## config.mk

```make
export PLATFORM = sky130hd
export DESIGN_NAME = skeeball_game_ctrl
export DESIGN_NICKNAME = d
export VERILOG_FILES = /design/src/rtl/skeeball_game_ctrl.sv
export SDC_FILE = /design/constraint.sdc
export NUM_CORES = 1
export LEC_CHECK = 0
export BUFFER_PORTS_ARGS = -buffer_cell sky130_fd_sc_hd__buf_2
export CAP_MARGIN = 20
export CELL_PAD_IN_SITES_DETAIL_PLACEMENT = 2
export CELL_PAD_IN_SITES_GLOBAL_PLACEMENT = 2
export CORE_MARGIN = 2
export CORE_UTILIZATION = 24
export CTS_CLUSTER_DIAMETER = 150
export DETAILED_ROUTE_END_ITERATION = 10
export GPL_TIMING_DRIVEN = 0
export PLACE_DENSITY = 0.58
export SYNTH_ARGS = -nofsm -noshare
export SYNTH_HDL_FRONTEND = slang
export SYNTH_SLANG_ARGS = --single-unit
```

## constraint.sdc

```tcl
create_clock -name CLOCK_50 -period 5.4 [get_ports CLOCK_50]
set_input_delay 1.08 -clock CLOCK_50 [delete_from_list [all_inputs] [get_ports CLOCK_50]]
set_output_delay 1.08 -clock CLOCK_50 [all_outputs]
set_load 0.05 [all_outputs]
```

## src/rtl/skeeball_game_ctrl.sv

```systemverilog
// skeeball_game_ctrl: one-game skeeball controller (score, balls, time, game-over hold)
module skeeball_game_ctrl #(
  parameter int unsigned NUM_BALLS = 9,
  parameter int unsigned GAME_SECS = 60,
  parameter int unsigned HOLD_SECS = 5,
  parameter int unsigned SCORE_W   = 10,
  parameter int unsigned PTS0      = 10,
  parameter int unsigned PTS1      = 20,
  parameter int unsigned PTS2      = 30,
  parameter int unsigned PTS3      = 40,
  parameter int unsigned PTS4      = 50
) (
  input  logic               CLOCK_50,
  input  logic               Reset,
  input  logic               clk1Hz,
  input  logic               start,
  input  logic [4:0]         hole,
  input  logic               miss,
  output logic [SCORE_W-1:0] score,
  output logic [3:0]         balls_left,
  output logic [6:0]         time_left,
  output logic [1:0]         state,
  output logic               gate_open,
  output logic               game_over
);
  typedef enum logic [1:0] {IDLE = 2'b00, PLAY = 2'b01, OVER = 2'b10, BAD = 2'b11} state_t;
  localparam logic [31:0] SMAX = (32'd1 << SCORE_W) - 32'd1;
  state_t state_q, state_d;
  logic [7:0] in_w, s1_q, s2_q, s3_q, ev;
  logic [SCORE_W-1:0] score_q, score_d;
  logic [3:0] balls_q, balls_d;
  logic [6:0] time_q, time_d;
  logic tick, start_e, ball;
  logic [4:0] hole_e;
  logic [31:0] pts;
  // input bundle: {miss, hole[4:0], start, clk1Hz}; ev is the rising edge after 2-flop sync
  assign in_w = {miss, hole, start, clk1Hz};
  assign ev = s2_q & ~s3_q;
  assign tick = ev[0];
  assign start_e = ev[1];
  assign hole_e = ev[6:2];
  assign ball = |ev[7:2];
  assign pts = hole_e[4] ? PTS4 : hole_e[3] ? PTS3 : hole_e[2] ? PTS2 :
               hole_e[1] ? PTS1 : hole_e[0] ? PTS0 : 32'd0;
  always_ff @(posedge CLOCK_50 or negedge Reset) begin
    if (!Reset) begin
      state_q <= IDLE;
      s1_q <= '0;
      s2_q <= '0;
      s3_q <= '0;
      score_q <= '0;
      balls_q <= '0;
      time_q <= '0;
    end else begin
      state_q <= state_d;
      s1_q <= in_w;
      s2_q <= s1_q;
      s3_q <= s2_q;
      score_q <= score_d;
      balls_q <= balls_d;
      time_q <= time_d;
    end
  end
  always_comb begin
    state_d = state_q;
    score_d = score_q;
    balls_d = balls_q;
    time_d = time_q;
    case (state_q)
      IDLE: if (start_e) begin
        state_d = PLAY;
        score_d = '0;
        balls_d = 4'(NUM_BALLS);
        time_d = 7'(GAME_SECS);
      end
      PLAY: begin
        if (ball) begin
          balls_d = balls_q - 4'd1;
          score_d = (32'(score_q) + pts > SMAX) ? SCORE_W'(SMAX) : SCORE_W'(32'(score_q) + pts);
        end
        if (tick) time_d = time_q - 7'd1;
        if ((ball && balls_d == 4'd0) || (tick && time_d == 7'd0)) begin
          state_d = OVER;
          time_d = 7'(HOLD_SECS);
        end
      end
      OVER: if (tick) begin
        time_d = time_q - 7'd1;
        if (time_d == 7'd0) state_d = IDLE;
      end
      default: begin
        state_d = IDLE;
        score_d = '0;
        balls_d = '0;
        time_d = '0;
      end
    endcase
  end
  assign score = score_q;
  assign balls_left = balls_q;
  assign time_left = time_q;
  assign state = state_q;
  assign gate_open = state_q == PLAY;
  assign game_over = state_q == OVER;
endmodule

```

==> Word-level counts from Yosys, hierarchy flattened <==
Index checks and enable logic that the tools add are counted.
{ "word_totals": {"reg_bits": 47, "elab_cells": 55} }
{ "op_classes": {"addsub": 3, "order_cmp": 1, "n_eq_ne": 7, "muxes": 23, "n_bitwise": 3, "reduce_logical": 11} }
{ "op_table": {"columns": ["op", "count"], "rows": [
  ["greater-than comparator 32 x 10 -> 1 bit, second input constant", 1],
  ["2-to-1 mux 10 bit", 3],
  ["case mux 10 bit (3 select lines)", 1],
  ["2-to-1 mux 7 bit", 4],
  ["case mux 7 bit (3 select lines)", 1],
  ["2-to-1 mux 4 bit", 4],
  ["logical NOT 7 bit", 2],
  ["2-to-1 mux 6 bit", 2],
  ["case mux 4 bit (3 select lines)", 1],
  ["adder 10 x 6 -> 11 bit", 1],
  ["2-to-1 mux 5 bit", 2],
  ["bitwise AND 8 bit", 1],
  ["2-to-1 mux 2 bit", 4],
  ["!= test 2 x 1 -> 1 bit, second input constant", 4],
  ["NOT 8 bit", 1],
  ["subtractor 7 x 1 -> 7 bit, second input constant", 1],
  ["case mux 2 bit (3 select lines)", 1],
  ["OR reduction 6 bit", 1],
  ["logical NOT 4 bit", 1],
  ["AND reduction 4 bit", 1],
  ["subtractor 4 x 1 -> 4 bit, second input constant", 1],
  ["AND reduction 3 bit", 1],
  ["equality test 2 x 1 -> 1 bit, second input constant", 1],
  ["equality test 2 bit, second input constant", 1],
  ["6 further kinds", 7]
]} }

==> Longest topological paths before layout <==
{ "logic_depth": {"ltp_word": 12, "depth_mapped": 11} }

==> Least setup slack after synthesis <==
Ideal clock, no wire load.
{ "synth_timing": {"path_type": "reg2out", "from": "register state_q[1] (netlist: state[1])", "to": "output gate_open", "arrival_time_ns": 1.589, "required_ns": 4.320, "slack_ns": 2.731, "path_stages_with_launch": 5, "path_cell_list": "dfrtp_1 -> clkbuf_1 -> inv_1 -> nand2_1 -> inv_1"} }
{ "synth_via": {"elab_chain_len": 1} }
{ "synth_lines": {"columns": ["element", "line_no", "text"], "rows": [
  ["from (decl)", "28", "state_t state_q, state_d;"],
  ["from (signal assigned)", "55", "state_q <= state_d;"],
  ["equality test 2 x 1 -> 1 bit", "103", "assign gate_open = state_q == PLAY;"],
  ["to (decl)", "23", "output logic gate_open,"]
]} }
Every way passes these cells.

==> Final worst setup path <==
Same ends and word-level chain as after synthesis.

==> metrics.yaml <==
synth:
  netlist-cell-type-count: 47
  synth_fp_nets: 234
  syn_area_per_cell_sq_um: 10.7
  yosys_warnings: 0
  ys_seq_area_share_pct: 51.3
  synth_area_sq_um: 2290
  synth_seq_cells: 47
  synthFlopType: "dfrtp_1"
  synthCells: 215
  synth_enable_flop_cells: 0
  async_flop_share_pct: 100
sta:
  slew_headroom_pct: 52.1
  min_period_ns: 3.17
  setup_slack_ns: 2.23
  worst_slew_pin_slew_ns: 0.713
  holdWs_ns: 0.358
  hold_viol: 0
  rsz0062_at_grt: "false"
  min_period_over_period_pct: 58.7
  totalNegativeSetupSlack_ns: 0
  setup_violations: 0
  fmax_mhz: 316
  maxSlewViolCount: 0
  finClkSkew_ns: 0.00568
final_layout:
  final_design_area_no_fill_sq_um: 2740
  final_core_util_pct: 29.7
  drive_above_1_share_pct: 21.7
  num_antenna_cells: 0
  layout.cells.non_filler: 387
  layout.nets: 276
  syn2layout_area_growth_pct: 19.5
placement:
  portBuffers: 34
  dp_cells: 379
  gp_congestion: 0.742
  dp_hpwl_um: 4350
  pre_cts_slack_ns: 2.58
  dpl-instance-area_sq_um: 2650
routing:
  drtIter0Drc: 28
  vias_per_cell: 4.61
  post_drt_wl_per_cell_um: 14.6
  firstDrtPassIters: 4
  num_vias: 1784
  routed_wl_um: 5640
  ant_nets: 0
  drc_errors: 0
die:
  io_pins: 35
  die_x_um: 102
  core_area_sq_um: 9240
  die_h_um: 102
  num_rows: 35
  start_util_pct: 24.8
  dieArea_sq_um: 10400
global_route:
  overflow: 0
  grt_max_degree: 39
  grt_pass1_wl_um: 9510
  grt_util_all_layers_pct: 11.8
  grt_pass1_vias: 1854
  antenna_found_initial: 0
critical_path:
  path_max_fanout: 10
  crit_type: "flip-flop to output port"
  r2r-start: "s2_q[6]$_DFF_PN0_"
  startpoint_type: "flip-flop"
  setup.worst_path.start: "state[1]$_DFFE_PN0P_"
  timing.critical_path.arrival_ns: 2.09
  cp.required_ns: 4.32
  worst-r2r-cell-count: 11
  end_kind: "output port"
  worstReg2RegEnd: "score[3]$_DFFE_PN0P_"
  reg2reg_slack_ns: 2.75
worst_hold_path:
  min_to: "s2_q[2]$_DFF_PN0_"
  hold_class: "flip-flop to flip-flop"
  holdPathStages: 0
  hp-start: "s1_q[2]$_DFF_PN0_"
cts:
  cts_tree: "built"
  clockBufferDepth: 2
  cts_buffers: 5
  postCtsSetupBuffers: 0
  hold_buffers: 0
  clk_pin_slew_ns: 0.10
  root_buffer: "clkbuf_8"
  htreeDepth: 2
  clk_latency_ns: 0.30
  cts_resized: 0
  clock-sinks: 47
pwr:
  p_per_area_nw_per_um2: 597
  power_leakage_nw: 1.22
  ir_worst_vdd_mv: 0.147
  total_power_mw: 1.64
run_status:
  status: "completed"
job:
  max_cap_violations: 0
[how the worst max path moves through the flow]
stage	to	cells after the start
floorplan	gate_open	4
global placement	gate_open	5
detailed placement	gate_open	5
CTS	gate_open	5
global route	gate_open	5
finish	gate_open	5
[area by class of cell]
type	count	area (sq um)
Clock inverter	3	27.5
Fill cell	1019	6500
Sequential cell	47	1180
Tap cell	129	161
Inverter	12	45.0
Multi-Input combinational cell	150	1040
Buffer	6	33.8
Timing Repair Buffer	35	190
Clock buffer	5	68.8
[logic make-up after synthesis]
group                    synth area share [%]
XOR/XNOR                                 5.73
buffers and inverters                    3.43
multiplexers                            0.491
adder cells (fa/ha/maj)                  5.23
AO/OA/AOI/OAI                            19.0
AND/OR/NAND/NOR                          14.8
flip-flops                               51.3
[routing by layer]
layer	wire length (um)	vias to the layer above	part of all wire (%)	track usage, %
met5	0	-	0	0
met4	31	0	0.55	2.18
met3	147	2	2.6	2.42
met2	2550	24	45	18.2
met1	2910	900	52	17.2
li1	-	858	-	-
[cell usage after synthesis (all sizes together) (5+ instances only)]
| library cell | instances | area share [%] |
|---|---|---|
| xnor2 | 9 | 3.4 |
| xor2 | 6 | 2.3 |
| nor3 | 8 | 2.2 |
| nor2b | 7 | 1.9 |
| nand2b | 5 | 1.4 |
| a221o | 7 | 3.1 |
| nor2 | 16 | 2.6 |
| dfrtp | 47 | 51 |
| ha | 8 | 4.4 |
| a21oi | 16 | 3.5 |
| nand2 | 14 | 2.3 |
| o21ai | 12 | 2.9 |
| inv | 12 | 2.0 |
[sequential cells by signal, summed over array words and instances, names as in the netlist]
| signal | count |
|---|---|
| s1_q | 8 |
| score | 10 |
| state | 2 |
| s2_q | 8 |
| balls_left | 4 |
| s3_q | 8 |
| time_left | 7 |
[layout by cell type (no fill, tap or decap), types with 2 or more instances in the layout]
cell type	instances
dfrtp_1	47
buf_2	36
a21oi_1	16
nor2_1	16
nand2_1	14
inv_1	12
o21ai_0	9
xnor2_1	9
ha_1	8
nor2b_1	7
nor3_1	7
xor2_1	6
a221o_1	6
nand2b_1	5
clkbuf_8	5
o21bai_1	4
nand3_1	4
a22o_1	3
clkbuf_1	2
or4b_1	2
o31ai_1	2
a31oi_1	2
nor4b_1	2
a41oi_1	2
a211oi_1	2
a21o_1	2
o21ai_2	2
o22ai_1	2
[power breakdown]
group | switching (mW) | leakage, nW | internal, mW
logic | 0.590 | 0.611 | 0.291
clock network | 0.133 | 0.0467 | 0.0962
registers | 0.0944 | 0.559 | 0.434
total | 0.818 | 1.22 | 0.821
[critical path: stages (launching register included)]
cell,delay (ns)
dfrtp_1,0.42
clkbuf_1,0.36
inv_1,0.17
nand2_1,0.35
inv_1,0.22
buf_2,0.26
Note: power is estimated with default switching activity, not from simulation.
